<file path="config.mk">
export PLATFORM = sky130hd
export DESIGN_NAME = pwm_deserializer
export DESIGN_NICKNAME = d
export VERILOG_FILES = /design/src/rtl/pwm_deserializer_pkg.sv /design/src/rtl/sync_ff.sv /design/src/rtl/pwm_deserializer.sv
export SDC_FILE = /design/constraint.sdc
export NUM_CORES = 1
export LEC_CHECK = 0
export CAP_MARGIN = 20
export CORE_MARGIN = 4
export CORE_UTILIZATION = 52
export CTS_CLUSTER_DIAMETER = 30
export DETAILED_ROUTE_END_ITERATION = 6
export HOLD_SLACK_MARGIN = 0.02
export PLACE_DENSITY = 0.75
export REMOVE_ABC_BUFFERS = 1
export SETUP_SLACK_MARGIN = 0.05
export SYNTH_ARGS = -nofsm -noshare
export SYNTH_HDL_FRONTEND = slang
export SYNTH_SLANG_ARGS = --single-unit
</file>
<file path="constraint.sdc">
create_clock -name clk -period 2.5 [get_ports clk]
set_input_delay 0.5 -clock clk [delete_from_list [all_inputs] [get_ports clk]]
set_output_delay 0.5 -clock clk [all_outputs]
set_load 0.03 [all_outputs]
</file>
<file path="src/rtl/pwm_deserializer_pkg.sv">
// Shared IO definitions for the PWM write path and the PWM read-back block.
// Holds the common duty width, the IO address map and the read-word layout.
package pwm_deserializer_pkg;

    localparam int PWM_WIDTH = 10;

    localparam logic [31:0] IO_SWITCH_ADDR   = 32'd4096;
    localparam logic [31:0] IO_PWM_WR_ADDR   = 32'd4097;
    localparam logic [31:0] IO_PWM_RD_ADDR   = 32'd4098;

    // Read word returned at IO_PWM_RD_ADDR: {overrun, active, duty_valid, duty_cycle}, zero-extended.
    function automatic logic [31:0] io_read_word(
        input logic                 ovr,
        input logic                 act,
        input logic                 val,
        input logic [PWM_WIDTH-1:0] duty
    );
        logic [31:0] word;
        word = '0;
        word[PWM_WIDTH-1:0] = duty;
        word[PWM_WIDTH]     = val;
        word[PWM_WIDTH+1]   = act;
        word[PWM_WIDTH+2]   = ovr;
        return word;
    endfunction

endpackage

</file>
<file path="src/rtl/sync_ff.sv">
// Multi-flop synchronizer for a single asynchronous input.
// Reused for pwm_in and the ps2_clk/ps2_data pins.
module sync_ff #(
    parameter int STAGES = 2
) (
    input  logic clk,
    input  logic reset,
    input  logic d,
    output logic q
);

    logic [STAGES-1:0] chain;

    always_ff @(posedge clk) begin
        if (reset) begin
            chain <= '0;
        end else begin
            chain <= {chain[STAGES-2:0], d};
        end
    end

    assign q = chain[STAGES-1];

endmodule

</file>
<file path="src/rtl/pwm_deserializer.sv">
// Recovers the duty cycle of a period-2^WIDTH PWM input by counting high
// samples over a free-running 2^WIDTH-cycle window.
module pwm_deserializer
    import pwm_deserializer_pkg::*;
#(
    parameter int WIDTH       = PWM_WIDTH,
    parameter int SYNC_STAGES = 2
) (
    input  logic             clk,
    input  logic             reset,
    input  logic             pwm_in,
    input  logic             enable,
    input  logic             rd_ack,
    output logic [WIDTH-1:0] duty_cycle,
    output logic             duty_valid,
    output logic             overrun,
    output logic             active
);

    logic             s;
    logic             s_prev;
    logic             rise;
    logic [WIDTH-1:0] win;
    logic [WIDTH:0]   hc;
    logic [WIDTH:0]   hc_total;
    logic             rf;
    logic             win_end;
    logic [WIDTH-1:0] duty_next;

    sync_ff #(
        .STAGES(SYNC_STAGES)
    ) u_sync (
        .clk  (clk),
        .reset(reset),
        .d    (pwm_in),
        .q    (s)
    );

    assign rise     = s & ~s_prev;
    assign win_end  = enable && (win == {WIDTH{1'b1}});
    assign hc_total = hc + {{WIDTH{1'b0}}, s};
    // Only a window high on every sample reaches 2^WIDTH; clamp it to full scale.
    assign duty_next = hc_total[WIDTH] ? {WIDTH{1'b1}} : hc_total[WIDTH-1:0];

    always_ff @(posedge clk) begin
        if (reset) begin
            s_prev <= 1'b0;
            win    <= '0;
            hc     <= '0;
            rf     <= 1'b0;
        end else begin
            s_prev <= s;
            if (!enable) begin
                win <= '0;
                hc  <= '0;
                rf  <= 1'b0;
            end else if (win_end) begin
                win <= win + 1'b1;
                hc  <= '0;
                rf  <= 1'b0;
            end else begin
                win <= win + 1'b1;
                if (s)    hc <= hc + 1'b1;
                if (rise) rf <= 1'b1;
            end
        end
    end

    // Handshake: duty_valid rises with each result and stays up until a one-cycle
    // rd_ack; an ack coinciding with a window end loses to the new result.
    always_ff @(posedge clk) begin
        if (reset) begin
            duty_cycle <= '0;
            duty_valid <= 1'b0;
            overrun    <= 1'b0;
            active     <= 1'b0;
        end else if (win_end) begin
            duty_cycle <= duty_next;
            active     <= rf | rise;
            duty_valid <= 1'b1;
            overrun    <= overrun | (duty_valid & ~rd_ack);
        end else if (rd_ack) begin
            duty_valid <= 1'b0;
            overrun    <= 1'b0;
        end
    end

endmodule

</file>
==> results of run 1 <==
[layout make-up]
cell class / instances / share of cell area (%)
clock buffers: 7 / 2.95
clock inverters: 1 / 0.268
inverters: 6 / 1.20
multi-input cells: 127 / 42.5
flip-flops and latches: 38 / 40.7
well taps: 31 / 2.07
repair buffers: 20 / 10.3
[state kept, by name, summed over array words and instances, names as in the netlist]
signal        count
rf                1
duty_valid        1
active            1
hc               11
u_sync.chain      2
duty_cycle       10
s_prev            1
win              10
overrun           1
[metrics by stage]
| step | hold slack (ns) | instances | setup slack, ns | utilization, % |
|---|---|---|---|---|
| after floorplan | 0.413 | 171 | 0.606 | - |
| after global placement | 0.416 | 222 | 0.563 | 63.4 |
| after detailed placement | 0.430 | 222 | 0.501 | 63.4 |
| after CTS | 0.445 | 230 | 0.550 | 65.5 |
| after global routing | 0.489 | 230 | 0.335 | 65.5 |
| final | 0.443 | 230 | 0.545 | 65.5 |
[power by group]
part	internal, uW	switching [uW]
Combinational	12.8	16.5
Clock	136	193
Sequential	609	2.19
Total	759	211
[cell usage in the layout (no fill, tap or decap), types with 6 or more instances in the layout]
| cell | n |
|---|---|
| inv_1 | 6 |
| nor2_1 | 37 |
| nand2_1 | 9 |
| dfxtp_1 | 38 |
| nor3_1 | 8 |
| clkdlybuf4s50_1 | 17 |
| nand4_1 | 7 |
| a211oi_1 | 11 |
| xor2_1 | 10 |
| xnor2_1 | 15 |
[layer usage]
metal	GRT usage [%]	wire [um]
met4	8.89	67
met2	26.9	1390
met1	21.4	1490
met3	6.39	129
met5	0	0
[worst reg2reg max path, delay by kind of cell, from the launching register on]
| family | cells | cell delay (ns) |
|---|---|---|
| flip-flops | 1 | 0.41 |
| buffers and inverters | 1 | 0.10 |
| adder cells (fa/ha/maj) | 2 | 0.41 |
| AO/OA/AOI/OAI | 2 | 0.47 |
| AND/OR/NAND/NOR | 1 | 0.42 |
[kinds of logic after synthesis]
logic type	share of synthesized area [%]
AND/OR/NAND/NOR	24.5
flip-flops	47.2
buffers and inverters	3.49
adder cells (fa/ha/maj)	3.11
multiplexers	0.621
AO/OA/AOI/OAI	7.53
XOR/XNOR	13.6
[final timing paths]
path,start,to,slack [ns],cells after the start
setup reg to reg,hc[0],duty_cycle[6],0.54,6
setup / recovery,hc[0],duty_cycle[6],0.54,6
hold / removal,win[0],win[0],0.44,1
hold reg to reg,win[0],win[0],0.44,1
[cell usage after synthesis, drive strengths merged, types with 3 or more instances]
| cell type | count | area share, % |
|---|---|---|
| nand4 | 7 | 2.7 |
| ha | 4 | 3.1 |
| clkbuf | 3 | 0.70 |
| nand2 | 9 | 2.1 |
| inv | 6 | 1.4 |
| nor2 | 37 | 8.6 |
| xor2 | 10 | 5.4 |
| buf | 4 | 1.4 |
| a211oi | 11 | 5.1 |
| a21oi | 4 | 1.2 |
| xnor2 | 15 | 8.2 |
| nor2b | 3 | 1.2 |
| nand3 | 6 | 2.2 |
| dfxtp | 38 | 47 |
| nor3 | 8 | 2.5 |
==> flow_results.xml, run 1 <==
<?xml version="1.0" encoding="UTF-8"?>
<metrics>
  <group name="outcome">
    <metric name="outcome" unit="">completed</metric>
  </group>
  <group name="timing">
    <metric name="timing.fmax" unit="MHz">511</metric>
    <metric name="final-hold-violation-count" unit="">0</metric>
    <metric name="final_worst_path_period_share" unit="%">78.2</metric>
    <metric name="setup_viol_count_final" unit="">0</metric>
    <metric name="timing.final.crit_period" unit="ns">1.96</metric>
    <metric name="relSlewSlack" unit="%">66.6</metric>
    <metric name="grt_setup_unrepaired" unit="">no</metric>
    <metric name="number_of_max_slew_violations_in_the_final_report" unit="">0</metric>
    <metric name="worst-slew-pin-transition" unit="ns">0.496</metric>
    <metric name="fin_skew" unit="ns">0.0111</metric>
    <metric name="setup_total_negative_slack" unit="ns">0</metric>
  </group>
  <group name="setup_path">
    <metric name="timing.setup.critical_path_class" unit="">reg -&gt; reg</metric>
    <metric name="worst_path_largest_cell_delay" unit="ns">0.42</metric>
    <metric name="critical-path-top-delay-family" unit="">compound AO/OA/AOI/OAI gates</metric>
    <metric name="critical_path.cell_chain" unit="">ha_1 -&gt; ha_1 -&gt; inv_1 -&gt; o31a_1 -&gt; nor3b_4 -&gt; a211oi_1</metric>
    <metric name="timing.critical_path.fanout_max" unit="">10</metric>
    <metric name="worst_path_most_repeated_cell" unit="">ha_1</metric>
    <metric name="worstPathBufferInverterCount" unit="">1</metric>
    <metric name="cp_data_required_time" unit="ns">2.71</metric>
    <metric name="crit_path_start_kind" unit="">register</metric>
    <metric name="arrival_time_worst_endpoint" unit="ns">2.16</metric>
    <metric name="critPathCaptureType" unit="">register</metric>
    <metric name="crit_path_top_delay_cell" unit="">nor3b_4</metric>
  </group>
  <group name="die">
    <metric name="total_die_area" unit="mm^2">0.00405</metric>
    <metric name="die_width" unit="um">63.7</metric>
    <metric name="core_area" unit="mm^2">0.00285</metric>
    <metric name="io-pin-count" unit="">18</metric>
    <metric name="core.rowCount" unit="">19</metric>
    <metric name="initial_standard_cell_utilization_of_the_core" unit="%">56.5</metric>
    <metric name="die_h" unit="um">63.7</metric>
  </group>
  <group name="place">
    <metric name="placed_area" unit="mm^2">0.00181</metric>
    <metric name="buffer_ports.inserted" unit="">17</metric>
    <metric name="gp_congestion" unit="">0.763</metric>
    <metric name="place.detailed.hpwl" unit="mm">2.26</metric>
  </group>
  <group name="synth">
    <metric name="yosysWarningCount" unit="">0</metric>
    <metric name="ys_seq_area_share" unit="%">47.2</metric>
    <metric name="synth.cell_area" unit="mm^2">0.00161</metric>
    <metric name="synthArstFlopShare" unit="%">0</metric>
    <metric name="ys_types" unit="">28</metric>
    <metric name="yosys_register_bits" unit="">38</metric>
    <metric name="synthFlopType" unit="">dfxtp_1</metric>
    <metric name="syn_area_per_cell" unit="um^2">9.05</metric>
    <metric name="synthesis.instances" unit="">178</metric>
    <metric name="synth_edf_count" unit="">0</metric>
  </group>
  <group name="run">
    <metric name="cap_viol_max_count" unit="">0</metric>
  </group>
  <group name="global_route">
    <metric name="global_route_total_overflow" unit="">0</metric>
    <metric name="grt_max_degree" unit="">17</metric>
    <metric name="grt_antenna_before_repair" unit="">0</metric>
    <metric name="first_global_vias" unit="">1186</metric>
    <metric name="global_route.usage.total" unit="%">17.5</metric>
    <metric name="grt_pass1_wl" unit="mm">5.44</metric>
  </group>
  <group name="drt">
    <metric name="drtAntennaViolNets" unit="">0</metric>
    <metric name="routedWlPerCell" unit="um">13.4</metric>
    <metric name="drt_iter0_drc" unit="">66</metric>
    <metric name="viasPerCell" unit="">5.40</metric>
    <metric name="drt-total-wl" unit="mm">3.08</metric>
    <metric name="drt_pre_antenna_iters" unit="">4</metric>
    <metric name="route.detailed.drc" unit="">0</metric>
    <metric name="detailroute.via_count" unit="">1243</metric>
  </group>
  <group name="final_layout">
    <metric name="fill_count" unit="">240</metric>
    <metric name="antenna-diode-count" unit="">0</metric>
    <metric name="final_layout_size_suffix_gt1_share" unit="%">7.04</metric>
    <metric name="layout-area-overhead-vs-synth" unit="%">16.0</metric>
    <metric name="postLayoutCellArea" unit="mm^2">0.00187</metric>
    <metric name="multiInputGateArea" unit="um^2">795</metric>
    <metric name="finalNetCount" unit="">207</metric>
    <metric name="seqCellArea" unit="um^2">761</metric>
  </group>
  <group name="cts">
    <metric name="maximum_clock_insertion_buffer_count" unit="">2</metric>
    <metric name="numCtsBuffers" unit="">5</metric>
    <metric name="worst_skew_pair.late_latency" unit="ns">0.34</metric>
    <metric name="cts.repair.resized" unit="">0</metric>
    <metric name="cts.sink_count" unit="">38</metric>
    <metric name="ctsHoldBuffers" unit="">0</metric>
    <metric name="cts.root.buffer_cell" unit="">clkbuf_4</metric>
    <metric name="cts_max_level" unit="">2</metric>
    <metric name="tritoncts" unit="">built</metric>
    <metric name="clkTransAtPathRegs" unit="ns">0.11</metric>
    <metric name="cts_setup_buffers" unit="">0</metric>
  </group>
  <group name="power">
    <metric name="ir_drop" unit="V">0.000392</metric>
    <metric name="post-layout-total-power" unit="uW">970</metric>
    <metric name="powerDensity" unit="mW/mm^2">519</metric>
    <metric name="total_leakage_power" unit="uW">0.000614</metric>
  </group>
  <group name="hold_path">
    <metric name="hold_path_class" unit="">reg -&gt; reg</metric>
  </group>
</metrics>
(Power assumes the default switching activity.)
==> inputs of run 2 (changes only) <==
--- a/config.mk
+++ b/config.mk
@@ -7,11 +7,11 @@
 export LEC_CHECK = 0
 export CAP_MARGIN = 20
 export CORE_MARGIN = 4
-export CORE_UTILIZATION = 52
+export CORE_UTILIZATION = 49
 export CTS_CLUSTER_DIAMETER = 30
 export DETAILED_ROUTE_END_ITERATION = 6
 export HOLD_SLACK_MARGIN = 0.02
-export PLACE_DENSITY = 0.75
+export PLACE_DENSITY = 0.74
 export REMOVE_ABC_BUFFERS = 1
 export SETUP_SLACK_MARGIN = 0.05
 export SYNTH_ARGS = -nofsm -noshare
==> constraint.sdc (replaced) <==
create_clock -name clk -period 1.78 [get_ports clk]
set_input_delay 0.356 -clock clk [delete_from_list [all_inputs] [get_ports clk]]
set_output_delay 0.356 -clock clk [all_outputs]
set_load 0.03 [all_outputs]
==> run 2 against run 1 <==
Maximum frequency up 18%. Die area up 5.3%. Hold slack better by 0.0075 ns. Critical path depth up 1. Sequential power up 40%. Critical endpoint is now duty_cycle[3].
==> flow_results.xml, run 2 (synthesis results as in run 1) <==
<?xml version="1.0" encoding="UTF-8"?>
<metrics>
  <group name="final_layout">
    <metric name="regMostFlops" unit="">hc</metric>
    <metric name="mostFrequentLayoutCell" unit="">nor2_1</metric>
    <metric name="finalCoreUtilization" unit="%">67.5</metric>
    <metric name="finalNetCount" unit="">220</metric>
    <metric name="stdcell_count" unit="">256</metric>
    <metric name="final_layout_size_suffix_gt1_share" unit="%">18.4</metric>
    <metric name="flip_flop_count_of_the_largest_register_after_layout" unit="">11</metric>
    <metric name="largest_registers" unit="">hc: 11 flops, duty_cycle: 10 flops, win: 10 flops</metric>
    <metric name="layout.cells.most_common_list" unit="">nor2_1 (37), dfxtp_1 (36), xnor2_1 (15), buf_4 (15), xor2_1 (10)</metric>
    <metric name="antenna-diode-count" unit="">0</metric>
    <metric name="layout-area-overhead-vs-synth" unit="%">30.0</metric>
  </group>
  <group name="outcome">
    <metric name="outcome" unit="">completed</metric>
  </group>
  <group name="timing">
    <metric name="worst-slew-pin-transition" unit="ns">0.328</metric>
    <metric name="final_worst_path_period_share" unit="%">93.0</metric>
    <metric name="relSlewSlack" unit="%">78.1</metric>
    <metric name="number_of_max_slew_violations_in_the_final_report" unit="">0</metric>
    <metric name="grt_setup_unrepaired" unit="">no</metric>
    <metric name="timing.fmax" unit="MHz">604</metric>
    <metric name="final-hold-violation-count" unit="">0</metric>
    <metric name="timing.final.crit_period" unit="ns">1.66</metric>
    <metric name="final.hold.worst_slack" unit="ns">0.451</metric>
    <metric name="fin_skew" unit="ns">0.0153</metric>
    <metric name="setup_viol_count_final" unit="">0</metric>
  </group>
  <group name="die">
    <metric name="die_h" unit="um">65.4</metric>
    <metric name="core.rowCount" unit="">20</metric>
    <metric name="initial_standard_cell_utilization_of_the_core" unit="%">51.9</metric>
    <metric name="total_die_area" unit="mm^2">0.00427</metric>
    <metric name="core_area" unit="mm^2">0.00310</metric>
    <metric name="die_width" unit="um">65.4</metric>
    <metric name="io-pin-count" unit="">18</metric>
  </group>
  <group name="cts">
    <metric name="numCtsBuffers" unit="">5</metric>
    <metric name="worst_skew_pair.late_latency" unit="ns">0.34</metric>
    <metric name="cts_setup_buffers" unit="">0</metric>
    <metric name="cts_max_level" unit="">2</metric>
    <metric name="cts.root.buffer_cell" unit="">clkbuf_4</metric>
    <metric name="maximum_clock_insertion_buffer_count" unit="">2</metric>
    <metric name="cts.sink_count" unit="">38</metric>
    <metric name="tritoncts" unit="">built</metric>
    <metric name="ctsHoldBuffers" unit="">0</metric>
    <metric name="clkTransAtPathRegs" unit="ns">0.12</metric>
  </group>
  <group name="setup_path">
    <metric name="timing.setup.critical_path_class" unit="">reg -&gt; reg</metric>
    <metric name="worst-r2r-cell-count" unit="">7</metric>
    <metric name="worst_path_largest_cell_delay" unit="ns">0.35</metric>
    <metric name="arrival_time_worst_endpoint" unit="ns">1.88</metric>
    <metric name="critical-path-top-delay-family" unit="">compound AO/OA/AOI/OAI gates</metric>
    <metric name="crit_path_start_kind" unit="">register</metric>
    <metric name="rrSetupSlack" unit="ns">0.12</metric>
    <metric name="crit_path_top_delay_cell" unit="">dfxtp_2</metric>
    <metric name="cp_data_required_time" unit="ns">2.01</metric>
    <metric name="crit_cells" unit="">7</metric>
    <metric name="worst_path_most_repeated_cell" unit="">ha_2</metric>
    <metric name="critical_path.cell_chain" unit="">ha_2 -&gt; ha_2 -&gt; inv_1 -&gt; o31a_1 -&gt; nor3b_4 -&gt; buf_4 -&gt; a211oi_1</metric>
    <metric name="worstPathBufferInverterCount" unit="">2</metric>
    <metric name="timing.critical_path.fanout_max" unit="">5</metric>
    <metric name="critPathCaptureType" unit="">register</metric>
  </group>
  <group name="place">
    <metric name="buffer_ports.inserted" unit="">17</metric>
    <metric name="place.detailed.hpwl" unit="mm">2.33</metric>
    <metric name="dp_cells" unit="">247</metric>
    <metric name="gp_congestion" unit="">0.780</metric>
  </group>
  <group name="global_route">
    <metric name="grt_pass1_wl" unit="mm">5.60</metric>
    <metric name="global_route.usage.total" unit="%">16.9</metric>
    <metric name="first_global_vias" unit="">1276</metric>
    <metric name="global_route_total_overflow" unit="">0</metric>
    <metric name="grt_max_degree" unit="">17</metric>
    <metric name="grt_antenna_before_repair" unit="">0</metric>
  </group>
  <group name="hold_path">
    <metric name="hold_path_class" unit="">reg -&gt; reg</metric>
    <metric name="min_delay_path_depth" unit="">1</metric>
  </group>
  <group name="power">
    <metric name="total_leakage_power" unit="uW">0.000868</metric>
    <metric name="ir_drop" unit="V">0.000565</metric>
    <metric name="powerDensity" unit="mW/mm^2">790</metric>
  </group>
  <group name="drt">
    <metric name="drt-total-wl" unit="mm">3.14</metric>
    <metric name="drt_iter0_drc" unit="">93</metric>
    <metric name="drt_pre_antenna_iters" unit="">4</metric>
    <metric name="drtAntennaViolNets" unit="">0</metric>
    <metric name="route.detailed.drc" unit="">0</metric>
    <metric name="detailroute.via_count" unit="">1307</metric>
    <metric name="viasPerCell" unit="">5.11</metric>
    <metric name="routedWlPerCell" unit="um">12.3</metric>
  </group>
  <group name="run">
    <metric name="cap_viol_max_count" unit="">0</metric>
  </group>
</metrics>
==> run 2: cell type report <==
type                            instances  area [um^2]
Clock buffer                            6         51.3
Clock inverter                          2         60.1
Fill cell                             272         1010
Inverter                                6         22.5
Multi-Input combinational cell        127          838
Sequential cell                        38          763
Tap cell                               44         55.1
Timing Repair Buffer                   33          304
==> run 2: worst paths after layout <==
kind | to | from
setup / recovery | duty_cycle[3] | hc[0]
hold / removal | win[0] | win[0]
setup reg to reg | duty_cycle[3] | hc[0]
hold reg to reg | win[0] | win[0]
==> run 2: through the flow <==
stage          setup TNS, ns  setup WS [ns]  instance area, um^2  total power (uW)
5_1_grt                    0         0.0591                 2090              1720
4_1_cts                    0         0.0404                 2030              1670
2_1_floorplan          -1.14         -0.114                 1580               896
3_5_place_dp               0         0.0352                 1920               922
6_report                   0          0.124                 2090              1660
3_3_place_gp               0         0.0553                 1920               920
==> run 2: timing repair <==
| item | 4_1_cts | 5_1_grt |
|---|---|---|
| cloned | 0 | 1 |
| resized for setup | 9 | 18 |
| pin swaps | 0 | 4 |
| setup endpoints to repair | 16 | 31 |
==> run 2: metal layers <==
| metal | share of wire, % | up-vias | routed length, um | GRT usage [%] |
|---|---|---|---|---|
| met5 | 0 | - | 0 | 0 |
| met4 | 1.2 | 0 | 38 | 5.44 |
| met3 | 3.0 | 5 | 94 | 4.10 |
| met2 | 50 | 20 | 1590 | 28.7 |
| met1 | 45 | 611 | 1430 | 20.8 |
| li1 | - | 671 | - | - |
==> run 2: power by group <==
group | switching (uW) | total, uW | internal (uW)
sequential | 2.67 | 859 | 856
clock | 274 | 750 | 476
combinational | 25.7 | 46.7 | 21.0
total | 302 | 1660 | 1350
